**src/rtl/tensor_result_collector_pkg.sv**
```systemverilog
// ============================================================================
// Module      : tensor_result_collector_pkg
// Description : Shared constants and types for the tensor result collector.
// Revision    : 1.0 - initial release
// ============================================================================
`default_nettype none

package tensor_result_collector_pkg;

    localparam int TRC_DIM = 4;
    localparam int TRC_DW  = 16;
    localparam logic [TRC_DW-1:0] SAT_LIMIT = 16'd255;

    typedef enum logic [1:0] {
        BANK_FREE     = 2'd0,
        BANK_FILLING  = 2'd1,
        BANK_FULL     = 2'd2,
        BANK_DRAINING = 2'd3
    } bank_state_t;

    function automatic logic [TRC_DW-1:0] clamp_sat8(input logic [TRC_DW-1:0] v);
        return (v > SAT_LIMIT) ? SAT_LIMIT : v;
    endfunction

endpackage

`default_nettype wire

```
**src/rtl/tensor_result_collector_bank_store.sv**
```systemverilog
// ============================================================================
// Module      : trc_bank_store
// Description : NBANK x 16 x DW element store, 4-element row write port and
//               1-element indexed combinational read port.
// Revision    : 1.0 - initial release
// ============================================================================
`default_nettype none

module trc_bank_store
    import tensor_result_collector_pkg::*;
#(
    parameter int DW    = TRC_DW,
    parameter int NBANK = 2
) (
    input  logic          clk,
    input  logic          i_we,
    input  logic          i_wbank,
    input  logic [1:0]    i_wrow,
    input  logic [DW-1:0] i_col0,
    input  logic [DW-1:0] i_col1,
    input  logic [DW-1:0] i_col2,
    input  logic [DW-1:0] i_col3,
    input  logic          i_rbank,
    input  logic [3:0]    i_ridx,
    output logic [DW-1:0] o_rdata
);

    logic [DW-1:0] r_mem [NBANK][TRC_DIM*TRC_DIM];
    logic [DW-1:0] w_row [TRC_DIM];

    assign w_row[0] = i_col0;
    assign w_row[1] = i_col1;
    assign w_row[2] = i_col2;
    assign w_row[3] = i_col3;

    // Contents are deliberately not reset; a bank is only read once FULL.
    always_ff @(posedge clk) begin
        if (i_we) begin
            for (int c = 0; c < TRC_DIM; c++) begin
                r_mem[i_wbank][{i_wrow, c[1:0]}] <= w_row[c];
            end
        end
    end

    assign o_rdata = r_mem[i_rbank][i_ridx];

endmodule

`default_nettype wire

```
**src/rtl/tensor_result_collector.sv**
```systemverilog
// ============================================================================
// Module      : tensor_result_collector
// Description : Ping-pong collector for 4x4 result matrices, streamed out
//               row-major over valid/ready. Optional macro TRC_SAT8_EN
//               clamps output elements to 255 and adds sat_flag.
// Revision    : 1.0 - initial release
// ============================================================================
`default_nettype none

module tensor_result_collector
    import tensor_result_collector_pkg::*;
#(
    parameter int DW    = TRC_DW,
    parameter int NBANK = 2
) (
    input  logic          clk,
    input  logic          rst,
    input  logic          in_valid,
    input  logic [DW-1:0] in_col0,
    input  logic [DW-1:0] in_col1,
    input  logic [DW-1:0] in_col2,
    input  logic [DW-1:0] in_col3,
    output logic          in_ready,
    output logic          out_valid,
    input  logic          out_ready,
    output logic [DW-1:0] out_data,
    output logic [1:0]    out_row,
    output logic [1:0]    out_col,
    output logic          out_last,
    output logic          overflow,
    input  logic          clr_ovf
`ifdef TRC_SAT8_EN
    ,
    output logic          sat_flag
`endif
);

    bank_state_t   r_bank_st [NBANK];
    logic          r_wp;
    logic          r_rp;
    logic [1:0]    r_wr_row;
    logic [3:0]    r_rd_idx;

    logic          w_accept;
    logic          w_drop;
    logic          w_load;
    logic          w_load_last;
    logic [DW-1:0] w_rdata;
    logic [DW-1:0] w_elem;

    assign in_ready    = (r_bank_st[r_wp] == BANK_FREE) || (r_bank_st[r_wp] == BANK_FILLING);
    assign w_accept    = in_valid & in_ready;
    assign w_drop      = in_valid & ~in_ready;
    // The output register refills whenever it is empty or being consumed.
    assign w_load      = (r_bank_st[r_rp] == BANK_DRAINING) && (!out_valid || out_ready);
    assign w_load_last = w_load && (r_rd_idx == 4'd15);

    trc_bank_store #(
        .DW    (DW),
        .NBANK (NBANK)
    ) u_store (
        .clk     (clk),
        .i_we    (w_accept),
        .i_wbank (r_wp),
        .i_wrow  (r_wr_row),
        .i_col0  (in_col0),
        .i_col1  (in_col1),
        .i_col2  (in_col2),
        .i_col3  (in_col3),
        .i_rbank (r_rp),
        .i_ridx  (r_rd_idx),
        .o_rdata (w_rdata)
    );

`ifdef TRC_SAT8_EN
    logic w_sat;
    assign w_sat  = (w_rdata > DW'(SAT_LIMIT));
    assign w_elem = w_sat ? DW'(SAT_LIMIT) : w_rdata;
`else
    assign w_elem = w_rdata;
`endif

    always_ff @(posedge clk) begin
        if (rst) begin
            r_bank_st[0] <= BANK_FREE;
            r_bank_st[1] <= BANK_FREE;
            r_wp         <= 1'b0;
            r_rp         <= 1'b0;
            r_wr_row     <= 2'd0;
            r_rd_idx     <= 4'd0;
            out_valid    <= 1'b0;
            out_data     <= '0;
            out_row      <= 2'd0;
            out_col      <= 2'd0;
            out_last     <= 1'b0;
            overflow     <= 1'b0;
        end else begin
            // Write side only ever touches the FREE/FILLING bank, read side
            // only the FULL/DRAINING ones, so the updates never collide.
            if (w_accept) begin
                r_wr_row <= r_wr_row + 2'd1;
                if (r_wr_row == 2'd3) begin
                    r_bank_st[r_wp] <= BANK_FULL;
                    r_wp            <= ~r_wp;
                end else begin
                    r_bank_st[r_wp] <= BANK_FILLING;
                end
            end

            if (w_load) begin
                r_rd_idx <= r_rd_idx + 4'd1;
                if (w_load_last) begin
                    r_bank_st[r_rp] <= BANK_FREE;
                    r_rp            <= ~r_rp;
                    if (r_bank_st[~r_rp] == BANK_FULL) begin
                        r_bank_st[~r_rp] <= BANK_DRAINING;
                    end
                end
            end else if (r_bank_st[r_rp] == BANK_FULL) begin
                r_bank_st[r_rp] <= BANK_DRAINING;
            end

            if (w_load) begin
                out_valid <= 1'b1;
                out_data  <= w_elem;
                out_row   <= r_rd_idx[3:2];
                out_col   <= r_rd_idx[1:0];
                out_last  <= w_load_last;
            end else if (out_ready) begin
                out_valid <= 1'b0;
            end

            if (w_drop) begin
                overflow <= 1'b1;
            end else if (clr_ovf) begin
                overflow <= 1'b0;
            end
        end
    end

`ifdef TRC_SAT8_EN
    always_ff @(posedge clk) begin
        if (rst) begin
            sat_flag <= 1'b0;
        end else if (w_load && w_sat) begin
            sat_flag <= 1'b1;
        end else if (clr_ovf) begin
            sat_flag <= 1'b0;
        end
    end
`endif

endmodule

`default_nettype wire

```
**config.mk**
```make
export PLATFORM = sky130hd
export DESIGN_NAME = tensor_result_collector
export DESIGN_NICKNAME = d
export VERILOG_FILES = /design/src/rtl/tensor_result_collector_pkg.sv /design/src/rtl/tensor_result_collector_bank_store.sv /design/src/rtl/tensor_result_collector.sv
export SDC_FILE = /design/constraint.sdc
export NUM_CORES = 1
export LEC_CHECK = 0
export BUFFER_PORTS_ARGS = -buffer_cell sky130_fd_sc_hd__buf_2
export CAP_MARGIN = 20
export CORE_MARGIN = 4
export CORE_UTILIZATION = 56
export CTS_CLUSTER_SIZE = 10
export DETAILED_ROUTE_END_ITERATION = 12
export PLACE_DENSITY = 0.85
export RECOVER_POWER = 100
export SYNTH_ARGS = -nofsm -noshare
export SYNTH_HDL_FRONTEND = slang
export SYNTH_SLANG_ARGS = --single-unit
```
**constraint.sdc**
```tcl
create_clock -name clk -period 5.1 [get_ports clk]
set_input_delay 1.53 -clock clk [delete_from_list [all_inputs] [get_ports clk]]
set_output_delay 1.53 -clock clk [all_outputs]
set_load 0.05 [all_outputs]
```
==> summary.txt <==
Outcome -> finished, violations left
Failing checks -> max-capacitance violations, max-slew violations
Die width -> 211.0 um
Fin nets -> 1769
DRC -> 0
Final setup fails -> 0
Syn Nets -> 1678
Worst Hold Class -> reg -> reg
Final wirelength -> 59000 um
EDFF count, synth -> 512
CTS Hold Bufs -> 0
Largest net degree at the start of global routing -> 73
Top Layer Used -> met4
Initial antenna violation count -> 0
Max H-tree Level -> 2
FILL cells -> 2733
Post-synthesis sequential area ratio -> 69.85%
Gr ovfl total -> 0
Worst endpoint required time -> 5550 ps
Final cell count without fillers -> 2264
Vias in the first global route -> 14709
Wire length per cell -> 26.06 um
Final Hold Slack -> 459.7 ps
Measured slew at the worst slew-check pin -> 2530 ps
Worst skew pair latency -> 590 ps
Crit path DAT -> 4990 ps
Die area -> 0.04451 sq mm
Min cycle time layout -> 4542 ps
Worst hold endpoint -> out_last
Core area -> 0.04074 sq mm
Routability cong. -> 0.8706
Yosys top cell by area -> edfxtp_1
CTS Buf Count -> 60
IR drop worst, VDD -> 0.0002637 V
RR Endpoint -> out_data[9]
Overall routing resource usage -> 26.12%
Post-CTS Resized -> 0
CP Max Fanout -> 31
Crit Path Category -> reg -> reg
DRT iter0 DRCs -> 1957
Count of different cell masters after synthesis -> 47
Critical R2R Launch -> r_rd_idx[0]
Top cell type's share of synthesized area -> 66.64%
Vias -> 14591
Synth Register Bits -> 549
Fmax -> 220.2 MHz
CP Launch Type -> flip-flop
Post-synth ARST share -> 0%
Most frequently used flop master after synthesis -> edfxtp_1
Flop2flop setup slack -> 560 ps
Clk slew on worst S/H paths -> 60 ps
Layout area overhead -> 10.96%
Cells after Synth -> 1602
Rel. slew slack -> -68.66%
Cells taking the most area after synthesis -> edfxtp_1 67%, nand2_1 7.8%, mux4_2 6.5%
Final period util -> 89.06%
Max clock buf depth -> 3
Crit end category -> flip-flop
Post-route ant nets -> 0
RSZ-0062 raised after global routing -> no
Clock Skew -> 19.29 ps
Io pins -> 93
Post-CTS repair timing setup buffer count -> 0
Hold Vio Cnt, Final -> 0
Initial core utilization -> 56.63%
CTS tree -> done
M1 wire length -> 20620 um
Met3 WL -> 8193 um
PortBufs -> 92
Row cnt -> 74
Mapped cell area -> 0.02307 sq mm
PD cells -> 370.6 mW/mm^2
Chip Height -> 211.0 um
Met2 wire len -> 27950 um
Syn Area/Cell -> 14.40 sq um
LEAKAGE -> 8.411 nW
Dpl cells -> 2163
Hold_sp -> out_last
Root Driver -> clkbuf_16
YS warnings -> 0
Drt first pass iters -> 8
Most common cell after layout, fill and taps aside -> edfxtp_1
Max_cap viols -> 11
R2R cell count -> 5
Share of cells above drive strength 1 -> 13.24%
Max Slew Vio Count -> 541
Post-DP HPWL -> 34940 um
Hold Path Depth -> 2
Vias/cell -> 6.445
First-pass GRT wire length -> 87950 um
Most frequent cells in the layout -> 512 x edfxtp_1, 479 x nand2_1, 115 x mux2i_1
Sinks on Clock Net -> 549
[Yosys cell counts (2+ instances only)]
cell type and n:
nand3b_1 2, buf_12 2, buf_2 14, nor2b_1 23, o21bai_1 7, and3_1 3, ha_1 7, a2111oi_0 9
a211oi_1 9, xor2_1 2, buf_1 6, a22o_1 9, a22oi_1 36, nor2_1 39, a311oi_1 10, edfxtp_1 512
mux2_2 14, buf_4 11, nand2b_1 4, o21ai_0 17, mux4_2 67, mux2i_1 114, inv_1 4, buf_6 6
a21o_1 10, or2_2 2, a31oi_1 26, and2_1 2, a21oi_1 34, a221oi_1 7, nand3_1 13, clkbuf_1 49
xnor2_1 4, dfxtp_1 37, nand2_1 479
[where the power goes]
| group | leakage, nW | switching [mW] | internal [mW] | total [mW] |
|---|---|---|---|---|
| Clock | 0.797 | 1.62 | 2.19 | 3.81 |
| Sequential | 4.96 | 0.0393 | 5.11 | 5.14 |
| Combinational | 2.66 | 0.394 | 0.141 | 0.535 |
[critical path, stage by stage (launching register included)]
cell,delay (ps)
dfxtp_1,1610
nor2b_1,820
a22o_1,440
a2111oi_0,980
a31oi_1,160
a311oi_1,370
[flip-flops by register name, summed over array words and instances, names as in the netlist, 2 cells and up, named ones only]
name and flops:
r_wr_row 2, u_store.r_mem 512, r_bank_st 4, r_rd_idx 4
out_col 2, out_data 16, out_row 2
[metal layers]
layer | global-route usage (%) | vias to the layer above
li1 | - | 6181
met1 | 35.70 | 7108
met2 | 40.96 | 1105
met5 | 0 | -
met3 | 6.639 | 197
met4 | 10.46 | 0
[cell type report]
type                    count  area (sq um)  share of cell area, %
flip-flops and latches    549         16120                  62.97
multi-input cells         958          6491                  25.36
clock buffers              99          1669                  6.520
well taps                 532         665.6                  2.600
repair buffers            118         625.6                  2.444
inverters                   6         22.52                0.08798
diodes                      2         5.005                0.01955
[how the worst max path moves through the flow]
| stage | endpoint | from | slack [ps] | cells after the start |
|---|---|---|---|---|
| floorplan | u_store.r_mem[0][100] | in_valid | -280 | 5 |
| global placement | u_store.r_mem[0][196] | in_valid | 840 | 5 |
| detailed placement | u_store.r_mem[0][196] | in_valid | 700 | 5 |
| CTS | u_store.r_mem[0][243] | in_valid | 1270 | 5 |
| global route | out_data[8] | r_rd_idx[0] | 590 | 6 |
| finish | out_data[9] | r_rd_idx[0] | 560 | 5 |
[metrics by stage]
step	power [mW]	setup WS [ps]	TNS, ps	instance area (sq um)	utilization (%)
6_report	9.486	557.8	0	25600	62.83
5_1_grt	9.734	586.3	0	25590	62.82
2_1_floorplan	5.520	-281.3	-108020	23070	-
4_1_cts	9.479	1270	0	25720	63.13
3_3_place_gp	5.698	837.6	0	24050	59.03
3_5_place_dp	5.744	698.9	0	24050	59.03
[kinds of logic after synthesis]
logic type	Yosys count	synth area share (%)
AOI/OAI and AO/OA	180	5.364
adders and majority gates	7	0.3796
buffers and inverters	95	2.186
xor gates and xnor gates	6	0.2278
and+or+nand+nor	569	9.762
muxes	196	12.23
DFF	549	69.85
(Power assumes the default switching activity.)
